===== config.mk =====
export PLATFORM = sky130hd
export DESIGN_NAME = uart_peek_bridge_flat
export DESIGN_NICKNAME = d
export VERILOG_FILES = /design/src/rtl/noc_peek_pkg.sv /design/src/rtl/uart_peek_bridge_if.sv /design/src/rtl/uart_peek_bridge_byte_serializer.sv /design/src/rtl/uart_peek_bridge.sv /design/src/flat_wrapper.sv
export SDC_FILE = /design/constraint.sdc
export NUM_CORES = 1
export LEC_CHECK = 0
export BUFFER_PORTS_ARGS = -buffer_cell sky130_fd_sc_hd__buf_2
export CAP_MARGIN = 15
export CORE_MARGIN = 5
export CORE_UTILIZATION = 45
export CTS_BUF_LIST = sky130_fd_sc_hd__clkbuf_8
export CTS_CLUSTER_DIAMETER = 40
export DETAILED_ROUTE_END_ITERATION = 12
export GPL_ROUTABILITY_DRIVEN = 0
export HOLD_SLACK_MARGIN = 0.02
export PLACE_DENSITY = 0.67
export SETUP_SLACK_MARGIN = 0.3
export SYNTH_ARGS = -nofsm -noshare
export SYNTH_HDL_FRONTEND = slang
export SYNTH_HIERARCHICAL = 1
export SYNTH_SLANG_ARGS = --single-unit

===== constraint.sdc =====
create_clock -name clk -period 3.15 [get_ports clk]
set_input_delay 0.315 -clock clk [delete_from_list [all_inputs] [get_ports clk]]
set_output_delay 0.315 -clock clk [all_outputs]
set_load 0.1 [all_outputs]

===== src/rtl/noc_peek_pkg.sv =====
// Shared types and constants for the UART-to-NoC peek bridge.
package noc_peek_pkg;
    typedef enum logic [2:0] {IDLE, ADDR, ID, WAIT, SEND} peek_state_t;

    localparam logic [7:0] PEEK_OPCODE = 8'hA5;
    localparam int         PEEK_BYTES  = 4;
endpackage


===== src/rtl/uart_peek_bridge_if.sv =====
// UART byte handshake plus NoC peek port, bundled for the bridge and its host-side driver.
interface uart_peek_bridge_if #(
    parameter int ID_W = 4
);
    logic [7:0]      rx_data;
    logic            rx_valid;
    logic [7:0]      tx_data;
    logic            tx_valid;
    logic            tx_ready;
    logic [31:0]     peek_addr;
    logic [ID_W-1:0] peek_id;
    logic [31:0]     peek_data;

    modport master (
        output rx_data, rx_valid, tx_ready, peek_data,
        input  tx_data, tx_valid, peek_addr, peek_id
    );

    modport slave (
        input  rx_data, rx_valid, tx_ready, peek_data,
        output tx_data, tx_valid, peek_addr, peek_id
    );
endinterface


===== src/rtl/uart_peek_bridge_byte_serializer.sv =====
// Streams a loaded 32-bit word out LSB-first as bytes over a valid/ready handshake.
module byte_serializer
    import noc_peek_pkg::*;
(
    input  logic        clk,
    input  logic        rst,
    input  logic        load,
    input  logic [31:0] word,
    output logic [7:0]  txData,
    output logic        txValid,
    input  logic        txReady,
    output logic        done
);
    logic [31:0]           shiftWord;
    logic [PEEK_BYTES-1:0] pending;
    logic                  xfer;

    // One bit per byte still owed; the low byte of shiftWord is always the one on the wire.
    assign txValid = pending[0];
    assign txData  = shiftWord[7:0];
    assign xfer    = txValid & txReady;
    assign done    = xfer & (pending == PEEK_BYTES'(1));

    // NOTE: sequential state uses <= so every register sees pre-edge values of its peers.
    always_ff @(posedge clk) begin
        if (rst) begin
            shiftWord <= '0;
            pending   <= '0;
        end else if (load) begin
            shiftWord <= word;
            pending   <= '1;
        end else if (xfer) begin
            shiftWord <= {8'h00, shiftWord[31:8]};
            pending   <= pending >> 1;
        end
    end
endmodule


===== src/rtl/uart_peek_bridge.sv =====
// Parses A5-framed peek requests from UART RX, peeks the NoC, returns the word as 4 TX bytes.
module uart_peek_bridge
    import noc_peek_pkg::*;
#(
    parameter int ID_W        = 4,
    parameter int PEEK_LAT    = 2,
    parameter int TIMEOUT_CYC = 100000
) (
    input  logic               clk,
    input  logic               rst,
    uart_peek_bridge_if.slave  bus,
    output logic               busy,
    output logic [7:0]         drop_cnt
);
    localparam int GAP_W = $clog2(TIMEOUT_CYC + 1);
    localparam int LAT_W = $clog2(PEEK_LAT + 2);

    peek_state_t      state, stateNext;
    logic [1:0]       addrIdx;
    logic [GAP_W-1:0] gapCnt;
    logic [LAT_W-1:0] waitCnt;
    logic             gapActive, timeout, dropByte, loadWord, txDone;

    assign gapActive = (state == ADDR) || (state == ID);
    assign timeout   = gapActive && (gapCnt == GAP_W'(TIMEOUT_CYC));
    assign busy      = (state != IDLE);

    always_ff @(posedge clk) begin
        if (rst) state <= IDLE;
        else     state <= stateNext;
    end

    // NOTE: every output gets a default first, so no path through this block infers a latch.
    always_comb begin
        stateNext = state;
        dropByte  = 1'b0;
        loadWord  = 1'b0;
        unique case (state)
            IDLE: if (bus.rx_valid) begin
                if (bus.rx_data == PEEK_OPCODE) stateNext = ADDR;
                else                            dropByte  = 1'b1;
            end
            // A timeout outranks a byte arriving on the same cycle; that byte is the one dropped.
            ADDR: if (timeout) begin
                stateNext = IDLE;
                dropByte  = 1'b1;
            end else if (bus.rx_valid && addrIdx == 2'(PEEK_BYTES - 1)) begin
                stateNext = ID;
            end
            ID: if (timeout) begin
                stateNext = IDLE;
                dropByte  = 1'b1;
            end else if (bus.rx_valid) begin
                stateNext = WAIT;
            end
            WAIT: begin
                dropByte = bus.rx_valid;
                if (waitCnt == LAT_W'(PEEK_LAT)) begin
                    loadWord  = 1'b1;
                    stateNext = SEND;
                end
            end
            SEND: begin
                dropByte = bus.rx_valid;
                if (txDone) stateNext = IDLE;
            end
            default: stateNext = IDLE;
        endcase
    end

    always_ff @(posedge clk) begin
        if (rst) begin
            addrIdx       <= '0;
            gapCnt        <= '0;
            waitCnt       <= '0;
            drop_cnt      <= '0;
            bus.peek_addr <= '0;
            bus.peek_id   <= '0;
        end else begin
            if (dropByte && drop_cnt != 8'hFF) drop_cnt <= drop_cnt + 8'd1;
            gapCnt  <= (gapActive && !bus.rx_valid && !timeout) ? gapCnt + 1'b1 : '0;
            waitCnt <= (state == WAIT) ? waitCnt + 1'b1 : '0;
            // Address/id registers are only written by frame bytes, so they hold across abort.
            if (state == ADDR && bus.rx_valid && !timeout) begin
                bus.peek_addr[8*addrIdx +: 8] <= bus.rx_data;
                addrIdx                       <= addrIdx + 2'd1;
            end else if (state != ADDR) begin
                addrIdx <= '0;
            end
            if (state == ID && bus.rx_valid && !timeout) bus.peek_id <= bus.rx_data[ID_W-1:0];
        end
    end

    byte_serializer u_serializer (
        .clk     (clk),
        .rst     (rst),
        .load    (loadWord),
        .word    (bus.peek_data),
        .txData  (bus.tx_data),
        .txValid (bus.tx_valid),
        .txReady (bus.tx_ready),
        .done    (txDone)
    );
endmodule


===== src/flat_wrapper.sv =====
// flat-port wrapper written by rule: the top's interface ports become plain ports
module uart_peek_bridge_flat import noc_peek_pkg::*;
#(
    parameter int ID_W        = 4,
    parameter int PEEK_LAT    = 2,
    parameter int TIMEOUT_CYC = 100000
)
  (clk, rst, busy, drop_cnt, bus_rx_data, bus_rx_valid, bus_tx_ready, bus_peek_data, bus_tx_data, bus_tx_valid, bus_peek_addr, bus_peek_id);
  uart_peek_bridge_if #(.ID_W(ID_W)) bus_i ();
  input  logic clk;
  input  logic rst;
  output logic busy;
  output logic [7:0] drop_cnt;
  input wire logic [$bits(bus_i.rx_data)-1:0] bus_rx_data;
  input wire logic [$bits(bus_i.rx_valid)-1:0] bus_rx_valid;
  input wire logic [$bits(bus_i.tx_ready)-1:0] bus_tx_ready;
  input wire logic [$bits(bus_i.peek_data)-1:0] bus_peek_data;
  output wire logic [$bits(bus_i.tx_data)-1:0] bus_tx_data;
  output wire logic [$bits(bus_i.tx_valid)-1:0] bus_tx_valid;
  output wire logic [$bits(bus_i.peek_addr)-1:0] bus_peek_addr;
  output wire logic [$bits(bus_i.peek_id)-1:0] bus_peek_id;
  assign bus_i.rx_data = bus_rx_data;
  assign bus_i.rx_valid = bus_rx_valid;
  assign bus_i.tx_ready = bus_tx_ready;
  assign bus_i.peek_data = bus_peek_data;
  assign bus_tx_data = bus_i.tx_data;
  assign bus_tx_valid = bus_i.tx_valid;
  assign bus_peek_addr = bus_i.peek_addr;
  assign bus_peek_id = bus_i.peek_id;
  uart_peek_bridge #(.ID_W(ID_W), .PEEK_LAT(PEEK_LAT), .TIMEOUT_CYC(TIMEOUT_CYC)) u_core (.clk(clk), .rst(rst), .bus(bus_i), .busy(busy), .drop_cnt(drop_cnt));
endmodule

== Word level (Yosys, flattened, before mapping) ==
Index checks and enable logic that the tools add are counted.

* Output and inout bits: 54
* Register bits: 104

* Add/sub/neg operators: 5
* Equality and inequality tests: 17
* Bitwise logic cells: 4
* Reductions and logical operators: 21
* Muxes and demuxes: 22
* Shift operators: 2

{| class="wikitable"
|+ Operators with widths
! kind !! count
|-
| 32-bit two-way mux || 2
|-
| 5-bit negator with 34-bit output || 1
|-
| 8-bit by 34-bit variable shift with 32-bit output, first input constant || 1
|-
| 8-bit by 34-bit indexed part select with 32-bit output || 1
|-
| 32-bit bitwise mux || 1
|-
| 3-bit two-way mux || 8
|-
| 17-bit by 1-bit adder with 17-bit output, second input constant || 1
|-
| 17-bit == test, second input constant || 1
|-
| 3-bit case mux with 5 select lines || 1
|-
| 1-bit logical AND || 9
|-
| 8-bit by 1-bit adder with 8-bit output, second input constant || 1
|-
| 8-bit == test, second input constant || 1
|-
| 4-bit two-way mux || 2
|-
| 8-bit != test, second input constant || 1
|-
| 2-bit OR reduction || 4
|-
| 3-bit by 2-bit == test with 1-bit output, second input constant || 2
|-
| 2-bit by 1-bit != test with 1-bit output, second input constant || 3
|-
| 3-bit by 2-bit != test with 1-bit output, second input constant || 2
|-
| 6-bit AND reduction || 1
|-
| 1-bit two-way mux || 5
|-
| 2-bit by 1-bit adder with 2-bit output, second input constant || 2
|-
| 2-bit == test, second input constant || 2
|-
| 4-bit by 1-bit == test with 1-bit output, second input constant || 1
|-
| 2-bit two-way mux || 2
|-
| other kinds (12) || 16
|}

== Longest topological paths before layout ==
* Word-level depth: 7
* Depth in mapped cells: 9
* Gate-level depth less buffers: 7

== By module ==
Netlist, hierarchy kept.

{| class="wikitable"
|+ Modules (own cells, without submodules)
! module !! cells an instance !! area each (um^2) !! instances
|-
| uart_peek_bridge || 345 || 3025.4 || 1
|-
| byte_serializer || 198 || 1896.8 || 1
|}

== Least setup slack after synthesis ==
Ideal clock, no wire load.

* Path kind: register to register
* Start: register u_core.drop_cnt[1]
* End: register u_core.drop_cnt[0]
* Required time: 3.029 ns
* Clock period less this slack: 2.142 ns
* Arrival: 2.022 ns
* Cell stages (with the launch flop): 5
* Setup time: 0.121 ns
* Setup slack: 1.008 ns
* Path buffers: 0
* Cells stage by stage: dfxtp_1 > ha_1 > nand4_1 > nor2b_1 > mux2_2

* Word-level cells in the longest chain between the ends: 2

{| class="wikitable"
|+ RTL lines
! item !! RTL line !! text
|-
| start, declared || uart_peek_bridge.sv:13 || <nowiki>output logic [7:0] drop_cnt</nowiki>
|-
| start signal, assigned || uart_peek_bridge.sv:80 || <nowiki>if (dropByte && drop_cnt != 8'hFF) drop_cnt <= drop_cnt + 8'd1;</nowiki>
|-
| 8-bit != test || uart_peek_bridge.sv:80 ||
|-
| 1-bit logical AND || uart_peek_bridge.sv:80 ||
|}

Every way passes these cells.
A chain may end at the register's enable or synchronous reset.

== Worst setup path in the final report ==
* Start: register u_core.gapCnt[0]
* End: register u_core.drop_cnt[6]

* Word-level cells in the longest chain between the ends: 5

{| class="wikitable"
|+ RTL lines
! item !! RTL line !! text
|-
| start, declared || uart_peek_bridge.sv:20 || <nowiki>logic [GAP_W-1:0] gapCnt;</nowiki>
|-
| start signal, assigned || uart_peek_bridge.sv:81 || <nowiki>gapCnt <= (gapActive && !bus.rx_valid && !timeout) ? gapCnt + 1'b1 : '0;</nowiki>
|-
| 17-bit == test || uart_peek_bridge.sv:25 || <nowiki>assign timeout = gapActive && (gapCnt == GAP_W'(TIMEOUT_CYC));</nowiki>
|-
| 1-bit logical AND || uart_peek_bridge.sv:25 ||
|-
| 1-bit two-way mux || uart_peek_bridge.sv:44, uart_peek_bridge.sv:50 ||
|-
| 1-bit case mux with 3 select lines || uart_peek_bridge.sv:38 || <nowiki>unique case (state)</nowiki>
|-
| 1-bit logical AND || uart_peek_bridge.sv:80 ||
|}

Every way passes these cells.

==> impl_metrics.json <==
{
  "die_h_um": 115,
  "synth_seq_cells": 104,
  "antenna_found_initial": 0,
  "grt.overflow.total": 0,
  "skew_ns": 0.0118,
  "firstDrtPassIters": 4,
  "synth_most_common_cell": "dfxtp_1",
  "cts_root_buf": "clkbuf_8",
  "setup-tns-final_ns": 0,
  "synth_cells": 543,
  "grt_usage": 0.167,
  "yosys_warnings": 6,
  "synth_common_cells": "104 x dfxtp_1, 44 x nand2_1, 44 x nor3_1, 40 x a21oi_1, 36 x nor2_1",
  "htreeDepth": 3,
  "cts_tree": "built",
  "ctsResizeCount": 0,
  "cp_slowest_cell": "o221a_2",
  "dp_slack_ns": 0.890,
  "fin_crit_ns": 2.30,
  "path_class": "reg2reg",
  "clk_latency_ns": 0.36,
  "max_freq_mhz": 435,
  "relSlewSlack": 0.438,
  "maxCapViolCount": 0,
  "peakVddDrop_uv": 197,
  "drt-wirelength-per-cell_um": 14.5,
  "ctsHoldBuffers": 0,
  "cts.sinks": 104,
  "fp.dieArea_mm2": 0.0131,
  "rows": 38,
  "grt_pass1_vias": 3800,
  "clockBufferDepth": 2,
  "slowest_delay_ns": 0.49,
  "multiInputGateArea_mm2": 0.00243,
  "layout-drive-gt1-share": 0.281,
  "grt_pass1_wl_um": 18200,
  "cts_buffers": 9,
  "path_cells": "inv_1, ha_1, and4bb_2, nand4_2, o221a_2, nor3b_1, mux2_2",
  "finalCritPeriodShare": 0.729,
  "synth_top_area_cell": "dfxtp_1",
  "async_flop_share": 0,
  "regArea_mm2": 0.00208,
  "diodes": 0,
  "crit_path_end_kind": "flip-flop",
  "layout_setup_ws_ns": 0.852,
  "powerDensity_mw_per_mm2": 399,
  "nets": 664,
  "p_leak_nw": 2.18,
  "synthesis.nets": 596,
  "ant_nets": 0,
  "setup_viol": 0,
  "synth-seq-area-share": 0.423,
  "cp.required_ns": 3.40,
  "grt_max_degree": 63,
  "avgViaCountPerCell": 5.31,
  "drv_slew": 0,
  "area_growth_pct": 13.0,
  "status": "finished clean",
  "io_buffers": 97,
  "initial_core_util": 0.456,
  "avgSynthCellArea_um2": 9.06,
  "dieWidth_um": 115,
  "synth_ff_type": "dfxtp_1",
  "yosysTopAreaCellShare": 0.423,
  "reg2reg_depth": 7,
  "synthTopCellsByArea": "dfxtp_1 42%, a2111oi_2 7.3%, nor3_1 4.5%",
  "io_pins": 98,
  "placed_cells": 739,
  "cp_max_fo": 13,
  "post-cts-setup-buffers": 0,
  "startpoint_type": "flip-flop",
  "drt-total-wl_um": 10900,
  "arrival_ns": 2.55,
  "hold_violations": 0,
  "tightest_slew_ns": 0.841,
  "hpwlAfterDp_um": 7690,
  "fin_cells": 756,
  "synth_edf_count": 0,
  "mappedNetlistArea_mm2": 0.00492,
  "nFillCells": 1011,
  "route.detailed.drc": 0,
  "num_vias": 4011,
  "min_path_type": "in2reg",
  "ys_types": 49,
  "rsz0062_at_grt": "no",
  "core_mm2": 0.0108,
  "drtIter0Drc": 286,
  "min_path_cells": 3,
  "clkTransAtPathRegs_ns": 0.10
}
cell type report:
type | count | share of cell area
multi-input cells | 360 | 0.437
flip-flops and latches | 104 | 0.374
repair buffers | 102 | 0.100
well taps | 140 | 0.0315
inverters | 34 | 0.0232
clock buffers | 9 | 0.0223
clock inverters | 7 | 0.0110
sequential cells by signal (all words and copies together), names as in the netlist:
name / flops
u_core/bus.peek_addr: 32
u_core/u_serializer/shiftWord: 32
u_core/gapCnt: 17
u_core/drop_cnt: 8
u_core/bus.peek_id: 4
u_core/u_serializer/pending: 4
u_core/state: 3
u_core/addrIdx: 2
u_core/waitCnt: 2
layer usage:
metal,global-route usage,up-vias,routed length [um]
li1,-,2049,-
met1,0.219,1877,5050
met2,0.272,75,5230
met3,0.0418,10,535
met4,0.0507,0,121
met5,0,-,0
cell families after synthesis:
family / share of synthesized area
AND/OR/NAND/NOR: 0.274
AO/OA/AOI/OAI: 0.146
buffers and inverters: 0.0826
multiplexers: 0.0231
XOR/XNOR: 0.0285
adder cells (fa/ha/maj): 0.0229
flip-flops: 0.423
worst max-delay path: cells and delay by family (launching register included):
| family | cells | cell delay, ns |
|---|---|---|
| AND/OR/NAND/NOR | 3 | 0.78 |
| adder cells (fa/ha/maj) | 1 | 0.14 |
| AO/OA/AOI/OAI | 1 | 0.49 |
| multiplexers | 1 | 0.35 |
| buffers and inverters | 1 | 0.07 |
| flip-flops | 1 | 0.35 |
power breakdown:
part	internal, mW	switching, mW
registers	1.32	0.00462
logic	0.0343	0.0789
clock network	0.302	0.481
total	1.65	0.565
per-stage QoR:
step	hold WS, ns	power [mW]	area [um2]	utilization
CTS	0.175	2.26	5540	0.513
finish	0.197	2.22	5560	0.515
global route	0.183	2.32	5560	0.515
detailed placement	0.413	1.47	5350	0.496
floorplan	0.400	1.42	4920	-
global placement	0.408	1.46	5350	0.496
cells in the final DEF (no fill, tap or decap), types with 9 or more instances in the layout:
master     count
nand3b_1       9
nand3_1       35
inv_1         33
a2111oi_2     24
buf_2         96
clkbuf_8       9
xnor2_1        9
nand2_1       44
a21oi_1       40
nor2_1        36
dfxtp_1      104
ha_1           9
nor3_2        19
nor3_1        44
final timing paths:
check / start / endpoint / slack (ns)
worst max-delay path: u_core/gapCnt[0] / u_core/drop_cnt[6] / 0.85
worst max register to register: u_core/gapCnt[0] / u_core/drop_cnt[6] / 0.85
worst min register to register: u_core/waitCnt[0] / u_core/waitCnt[0] / 0.43
worst min-delay path: bus_peek_data[30] / u_core/u_serializer/shiftWord[30] / 0.20
Note: power is estimated with default switching activity, not from simulation.
